File: config.mk
export PLATFORM = sky130hd
export DESIGN_NAME = q_frag_pipe
export DESIGN_NICKNAME = d
export VERILOG_FILES = /design/src/rtl/q_frag_pkg.sv /design/src/rtl/q_frag_stage.sv /design/src/rtl/q_frag_pipe.sv
export SDC_FILE = /design/constraint.sdc
export NUM_CORES = 1
export LEC_CHECK = 0
export CAP_MARGIN = 20
export CORE_MARGIN = 3
export CORE_UTILIZATION = 40
export CTS_CLUSTER_DIAMETER = 50
export DETAILED_ROUTE_END_ITERATION = 10
export GPL_ROUTABILITY_DRIVEN = 0
export PLACE_DENSITY_LB_ADDON = 0.1
export SLEW_MARGIN = 40
export SYNTH_ARGS = -nofsm -noshare
export SYNTH_HDL_FRONTEND = slang
export SYNTH_SLANG_ARGS = --single-unit
File: constraint.sdc
create_clock -name QCK -period 5 [get_ports QCK]
set_input_delay 1 -clock QCK [delete_from_list [all_inputs] [get_ports QCK]]
set_output_delay 1 -clock QCK [all_outputs]
set_load 0.02 [all_outputs]
File: src/rtl/q_frag_pkg.sv
// q_frag_pkg: shared mode encoding and counter-width helper for the q_frag register pipeline
package q_frag_pkg;
  typedef enum logic [1:0] {
    Q_HOLD     = 2'b00,
    Q_SHIFT    = 2'b01,
    Q_LOAD_ALL = 2'b10,
    Q_FLUSH    = 2'b11
  } q_mode_e;
  function automatic int q_cnt_w(input int depth);
    return $clog2(depth + 1);
  endfunction
endpackage

File: src/rtl/q_frag_stage.sv
// q_frag_stage: one data+valid register of the pipeline; parity bit present under Q_FRAG_PIPE_PARITY_EN
module q_frag_stage #(
  parameter int WIDTH = 8,
  parameter logic [WIDTH-1:0] INIT = {WIDTH{1'b0}}
) (
  input  logic             clk,
  input  logic             rst,
  input  logic             set,
  input  logic             en,
  input  logic [WIDTH-1:0] d_nxt,
  input  logic             v_nxt,
`ifdef Q_FRAG_PIPE_PARITY_EN
  input  logic             p_nxt,
  output logic             qp = 1'b0,
`endif
  output logic [WIDTH-1:0] q = INIT,
  output logic             qv = 1'b0
);
  always_ff @(posedge clk)
    if (rst) begin
      q  <= INIT;
      qv <= 1'b0;
    end else if (set) q <= {WIDTH{1'b1}};
    else if (en) begin
      q  <= d_nxt;
      qv <= v_nxt;
    end
`ifdef Q_FRAG_PIPE_PARITY_EN
  // all-ones data has parity equal to the low bit of WIDTH
  always_ff @(posedge clk)
    if (rst) qp <= 1'b0;
    else if (set) qp <= ^{WIDTH{1'b1}};
    else if (en) qp <= p_nxt;
`endif
endmodule

File: src/rtl/q_frag_pipe.sv
// q_frag_pipe: WIDTH x DEPTH register pipeline with valid bits, occupancy count and flags; parity via Q_FRAG_PIPE_PARITY_EN
module q_frag_pipe
  import q_frag_pkg::*;
#(
  parameter int WIDTH = 8,
  parameter int DEPTH = 4,
  parameter logic [WIDTH-1:0] INIT = {WIDTH{1'b0}}
) (
  input  logic                        QCK,
  input  logic                        QRT,
  input  logic                        QST,
  input  logic                        QEN,
  input  logic [1:0]                  QMODE,
  input  logic                        QDS,
  input  logic [WIDTH-1:0]            QDI,
  input  logic [WIDTH-1:0]            CZI,
  input  logic                        QVI,
  output logic [WIDTH-1:0]            QZ,
  output logic                        QV,
  output logic [q_cnt_w(DEPTH)-1:0]   QCNT,
  output logic                        QFULL,
  output logic                        QEMPTY,
  output logic                        QPERR
);
  localparam int CW = q_cnt_w(DEPTH);
  q_mode_e mode;
  logic [WIDTH-1:0] d;
  logic load, adv, vin;
  logic [CW-1:0] cnt = '0;
  logic [CW-1:0] cnt_nxt;
  // chain[0] is the pipe input, chain[i+1] is the output of stage i
  logic [DEPTH:0][WIDTH-1:0] chain_d;
  logic [DEPTH:0] chain_v;
  assign mode = q_mode_e'(QMODE);
  assign d = QDS ? QDI : CZI;
  assign load = mode == Q_LOAD_ALL;
  assign adv = QEN & (mode != Q_HOLD);
  assign vin = (mode == Q_SHIFT) & QVI;
  assign chain_d[0] = d;
  assign chain_v[0] = vin;
`ifdef Q_FRAG_PIPE_PARITY_EN
  logic [DEPTH:0] chain_p;
  assign chain_p[0] = ^d;
  assign QPERR = QV & ((^QZ) != chain_p[DEPTH]);
`else
  assign QPERR = 1'b0;
`endif
  for (genvar i = 0; i < DEPTH; i++) begin : g_st
    q_frag_stage #(.WIDTH(WIDTH), .INIT(INIT)) u_st (
      .clk   (QCK),
      .rst   (QRT),
      .set   (QST),
      .en    (adv),
      .d_nxt (load ? d : chain_d[i]),
      .v_nxt (load | chain_v[i]),
`ifdef Q_FRAG_PIPE_PARITY_EN
      .p_nxt (load ? chain_p[0] : chain_p[i]),
      .qp    (chain_p[i+1]),
`endif
      .q     (chain_d[i+1]),
      .qv    (chain_v[i+1])
    );
  end
  // the dropped word's valid (QV) is what leaves; a valid QV implies cnt>=1, so no underflow
  always_comb
    cnt_nxt = load ? CW'(DEPTH) : mode == Q_HOLD ? cnt : cnt + CW'(vin) - CW'(QV);
  always_ff @(posedge QCK)
    if (QRT) cnt <= '0;
    else if (!QST && QEN) cnt <= cnt_nxt;
  assign QZ = chain_d[DEPTH];
  assign QV = chain_v[DEPTH];
  assign QCNT = cnt;
  assign QFULL = cnt == CW'(DEPTH);
  assign QEMPTY = cnt == '0;
endmodule

==> results of run 1 <==
[Yosys cell counts, drive strengths merged]
master	instances
nor4bb	1
nor3b	2
ha	2
mux2i	8
a311oi	4
fa	1
o221a	16
a21oi	15
o21ai	2
nand3	1
xor2	1
nand2	2
nor3	9
nand2b	2
o22a	8
conb	1
inv	5
or2	2
and3	1
buf	18
nand3b	2
o21a	9
clkbuf	3
nor2	2
nor2b	1
a211oi	8
dfxtp	39
a2111oi	1
[cell families (layout without fill, tap and decap cells)]
kind of cell               count (synthesis)  after routing  synth area share, %
AOI/OAI and AO/OA                         63             63                 29.7
xor gates and xnor gates                   1              1                0.506
adders and majority gates                  3              3                 2.60
buffers and inverters                     26             51                 8.95
DFF                                       39             39                 45.1
muxes                                      8              8                 4.62
other                                      1              1                0.216
and+or+nand+nor                           25             25                 8.38
[metrics by stage]
stage | utilization, % | area, µm² | std cells | hold slack (ps) | total power, µW
6_report | 52.5 | 2140 | 241 | 467 | 732
5_1_grt | 52.5 | 2140 | 241 | 509 | 763
4_1_cts | 52.6 | 2150 | 241 | 468 | 736
3_5_place_dp | 49.8 | 2040 | 233 | 470 | 477
3_3_place_gp | 49.8 | 2040 | 233 | 454 | 473
2_1_floorplan | - | 1730 | 166 | 443 | 438
[worst min-delay path by stage]
stage               startpoint  depth (start not counted)               to
6_report       g_st[1].u_st.qv                          2  g_st[2].u_st.qv
3_3_place_gp   g_st[0].u_st.qv                          2  g_st[1].u_st.qv
5_1_grt        g_st[1].u_st.qv                          2  g_st[2].u_st.qv
4_1_cts        g_st[1].u_st.qv                          2  g_st[2].u_st.qv
3_5_place_dp   g_st[1].u_st.qv                          2  g_st[2].u_st.qv
2_1_floorplan  g_st[0].u_st.qv                          2  g_st[1].u_st.qv
[state kept, by name, indices dropped and copies added, names as in the netlist]
name,count
g_st.u_st.q,32
g_st.u_st.qv,4
QCNT,3
[metal layers]
metal  global-route usage [%]  vias up  routed length [µm]
met5                        0        -                   0
met4                     5.01        0                  51
met3                     4.63        6                 201
met2                     27.6       39                1950
met1                     18.9      652                1690
li1                         -      677                   -
[worst register-to-register path: stages (launching register included)]
cell,delay (ps)
dfxtp_1,330
ha_1,290
inv_1,50
ha_1,130
inv_1,50
fa_1,370
xor2_1,190
nor3b_1,70
a2111oi_0,340
[power by group through the flow]
stage / combinational (µW) / sequential [µW] / clock [µW]
floorplan: 82.2 / 355 / 0
global placement: 116 / 356 / 0
detailed placement: 119 / 358 / 0
CTS: 120 / 351 / 266
global route: 129 / 354 / 280
finish: 119 / 351 / 263
[cell type report]
cell class	count	area (µm²)	area share, %
multi-input cells	101	797	37.2
clock inverters	3	43.8	2.04
repair buffers	38	373	17.4
well taps	50	62.6	2.92
inverters	5	18.8	0.875
clock buffers	5	68.8	3.21
flip-flops and latches	39	781	36.4
==> qor.yml, run 1 <==
global_route:
  grt_max_degree: 24
  antenna_found_initial: 0
  grt_usage_pct: 15.9
  globalRoute.totalOverflow: 0
  grt_pass1_vias: 1339
  grt_pass1_wl_mm: 6.42
synthesis:
  ys_seq_elements: 39
  yosysUniqueCellTypes: 33
  yosys.area.top_type: "dfxtp_1"
  syn_avg_cell_area_um2: 10.4
  yosys_warnings: 0
  synthCells: 166
  synth_area_leaders: "dfxtp_1, o221a_1, mux2i_1, a21oi_1, o22a_1"
  ys_seq_area_share_pct: 45.1
  synth.net_count: 193
  synth_top_area_share_pct: 45.1
  syn_area_um2: 1730
setup_path:
  path_buf_inv: 3
  crit_type: "in -> reg"
  path_delay_family: "buffers and inverters"
  path_cells: "clkdlybuf4s50_1 > nand3b_1 > ha_1 > inv_1 > ha_1 > inv_1 > fa_1 > xor2_1 > nor3b_1 > a2111oi_0"
  r2r-end: "QCNT[2]"
  cp-endpoint: "QCNT[2]"
  slowest_stage: "clkdlybuf4s50_1"
  worstSetupStartpointType: "input port"
  r2r-start: "g_st[3].u_st.qv"
  cp-end-kind: "flop"
  crit_path_max_incr_delay_ps: 770
  cp.required_ps: 5170
  arrival_ps: 3410
  r2r_slack_ps: 3070
  path_max_fanout: 15
  startpoint: "QMODE[0]"
  cp.depth: 10
  r2r_cells: 8
sta:
  final_hold_viol_count: 0
  tightestPinTransition_ps: 773
  min_period_ps: 3240
  slew_violations: 0
  setup_ws_ps: 1760
  slew_headroom_pct: 48.3
  finalSetupTns_ps: 0
  finalSetupViolCount: 0
  timing.fmax_mhz: 309
  grt_setup_unrepaired: "false"
  fin_crit_sh_pct: 64.8
  skew_ps: 5.93
cells_and_area:
  area_growth_syn_to_layout_pct: 23.8
  final_common_cell: "dfxtp_1"
  diodes: 0
  nets: 217
  final_cell_mix: "dfxtp_1, clkdlybuf4s50_1, a21oi_1"
  drive_above_1_share_pct: 9.95
  fillCellCount: 381
clock_tree:
  cts_setup_buffers: 0
  root_buffer: "clkbuf_8"
  cts_resized: 0
  clk_pin_slew_ps: 80
  clk_latency_ps: 290
  postCtsHoldBufs: 0
  cts_tree: "built"
  clockBufferDepth: 2
  cts_sinks: 39
  cts_buffers: 5
  htree_levels: 2
drt:
  drtIter0Drc: 89
  route.vias.total: 1374
  first_pass_iters: 4
  totalWireLength_mm: 3.89
  wl_per_cell_um: 16.2
  postRouteAntennaNets: 0
  drc: 0
  viasPerCell: 5.70
die:
  die_h_um: 71.8
  die-area_um2: 5160
  placementRows: 23
  die_x_um: 71.8
  core_um2: 4090
  ios: 39
  initial_utilization_pct: 42.4
power_and_ir_drop:
  seq_power_share_pct: 47.9
  p_comb_share_pct: 16.2
  swShare_pct: 25.2
  p_clk_share_pct: 35.9
  power.switching_uw: 185
  power.density_nw_per_um2: 341
  p_leak_uw: 0.000800
  ir_drop_mv: 0.195
  internal_power_uw: 547
run_status:
  outcome: "finished, final reports clean"
place:
  portBuffers: 37
  pre_cts_ws_ps: 1420
  dpl.hpwl_mm: 2.62
job:
  cap_violations: 0
worst_hold_path:
  hp-class: "reg -> reg"
(Power assumes the default switching activity.)
==> run 2, diff against run 1 <==
==> constraint.sdc (replaced) <==
create_clock -name QCK -period 2.9 [get_ports QCK]
set_input_delay 0.58 -clock QCK [delete_from_list [all_inputs] [get_ports QCK]]
set_output_delay 0.58 -clock QCK [all_outputs]
set_load 0.02 [all_outputs]
==> qor.yml, run 2 (same netlist as run 1, synthesis figures left out) <==
place:
  dpl.cell_count: 237
  portBuffers: 37
  dpl.hpwl_mm: 2.78
power_and_ir_drop:
  p_leak_uw: 0.000802
  ir_drop_mv: 0.213
  power.density_nw_per_um2: 550
sta:
  slew_headroom_pct: 58.0
  final_hold_viol_count: 0
  slew_violations: 0
  tightestPinTransition_ps: 630
  grt_setup_unrepaired: "false"
  timing.fmax_mhz: 410
  finalSetupViolCount: 0
  fin_crit_sh_pct: 84.0
  skew_ps: 7.64
  finalSetupTns_ps: 0
  min_period_ps: 2440
drt:
  wl_per_cell_um: 16.4
  drtIter0Drc: 55
  first_pass_iters: 4
  route.vias.total: 1422
  totalWireLength_mm: 4.01
  viasPerCell: 5.80
  drc: 0
  postRouteAntennaNets: 0
die:
  placementRows: 23
  ios: 39
  die-area_um2: 5160
  core_um2: 4090
  die_x_um: 71.8
  initial_utilization_pct: 42.4
  die_h_um: 71.8
clock_tree:
  root_buffer: "clkbuf_8"
  htree_levels: 2
  cts_tree: "built"
  clk_latency_ps: 300
  clockBufferDepth: 2
  cts_sinks: 39
  cts_resized: 0
  cts_buffers: 5
  postCtsHoldBufs: 0
  cts_setup_buffers: 0
  clk_pin_slew_ps: 80
setup_path:
  arrival_ps: 2620
  worstSetupStartpointType: "input port"
  crit_type: "in -> reg"
  cp.required_ps: 3090
  path_max_fanout: 2
  r2r_slack_ps: 980
  cp-end-kind: "flop"
cells_and_area:
  drive_above_1_share_pct: 11.8
  final_util_pct: 52.6
  final_cell_mix: "dfxtp_1, clkdlybuf4s50_1, a21oi_1"
  diodes: 0
  final_cells: 245
  largest_reg_flops: 32
  area_growth_syn_to_layout_pct: 24.1
  nets: 221
  regMostFlops: "g_st.u_st.q"
  final_common_cell: "dfxtp_1"
global_route:
  grt_pass1_wl_mm: 6.71
  grt_usage_pct: 16.6
  grt_pass1_vias: 1475
  globalRoute.totalOverflow: 0
  grt_max_degree: 24
  antenna_found_initial: 0
worst_hold_path:
  hp-class: "reg -> reg"
run_status:
  outcome: "finished, final reports clean"
job:
  cap_violations: 0
==> run 2: cell count changes in the layout (fill, tap and decap cells not counted), sizes merged <==
cell / previous run / this run
buf: 2 / 6
bufinv: 1 / 0
clkinvlp: 0 / 2
clkinv: 2 / 1
==> run 2: final cells by class <==
cell class	instances	area, µm²
Clock buffer	5	68.8
Clock inverter	3	20.0
Inverter	5	18.8
Fill cell	388	1940
Multi-Input combinational cell	101	797
Timing Repair Buffer	42	403
Tap cell	50	62.6
Sequential cell	39	781
==> run 2: final timing paths <==
check                  start               to  cells past startpoint
max                 QMODE[1]          QCNT[2]                     10
min reg2reg  g_st[2].u_st.qv  g_st[3].u_st.qv                      2
max reg2reg  g_st[3].u_st.qv          QCNT[2]                      8
min          g_st[2].u_st.qv  g_st[3].u_st.qv                      2
==> run 2: stage by stage <==
stage	worst slack (ps)	hold slack [ps]	cell area, µm²	power (µW)
final	464	476	2150	1180
after global routing	342	513	2150	1230
after CTS	421	475	2160	1190
after detailed placement	98.1	464	2070	828
after global placement	207	449	2070	820
after floorplan	598	443	1730	755
==> run 2: per-layer routing <==
| metal | vias up | GRT usage (%) | share of wire, % | routed length [µm] |
|---|---|---|---|---|
| met5 | - | 0 | 0 | 0 |
| met4 | 0 | 7.93 | 1.9 | 77 |
| met3 | 8 | 3.23 | 3.5 | 141 |
| met2 | 31 | 28.8 | 52 | 2090 |
| met1 | 706 | 19.5 | 42 | 1700 |
| li1 | 677 | - | - | - |
==> run 2: power breakdown <==
part / switching [µW] / total, µW / leakage [µW] / internal (µW)
clock: 203 / 370 / 0.0000402 / 167
combinational: 98.8 / 210 / 0.000435 / 111
sequential: 24.5 / 604 / 0.000326 / 580
==> run 2: worst max-delay path: stages <==
cell             delay, ps
clkdlybuf4s50_1        420
nand3b_1               170
ha_1                   270
inv_1                   60
ha_1                   130
inv_1                   40
fa_1                   360
xor2_1                 180
nor3b_1                 80
a2111oi_0              330
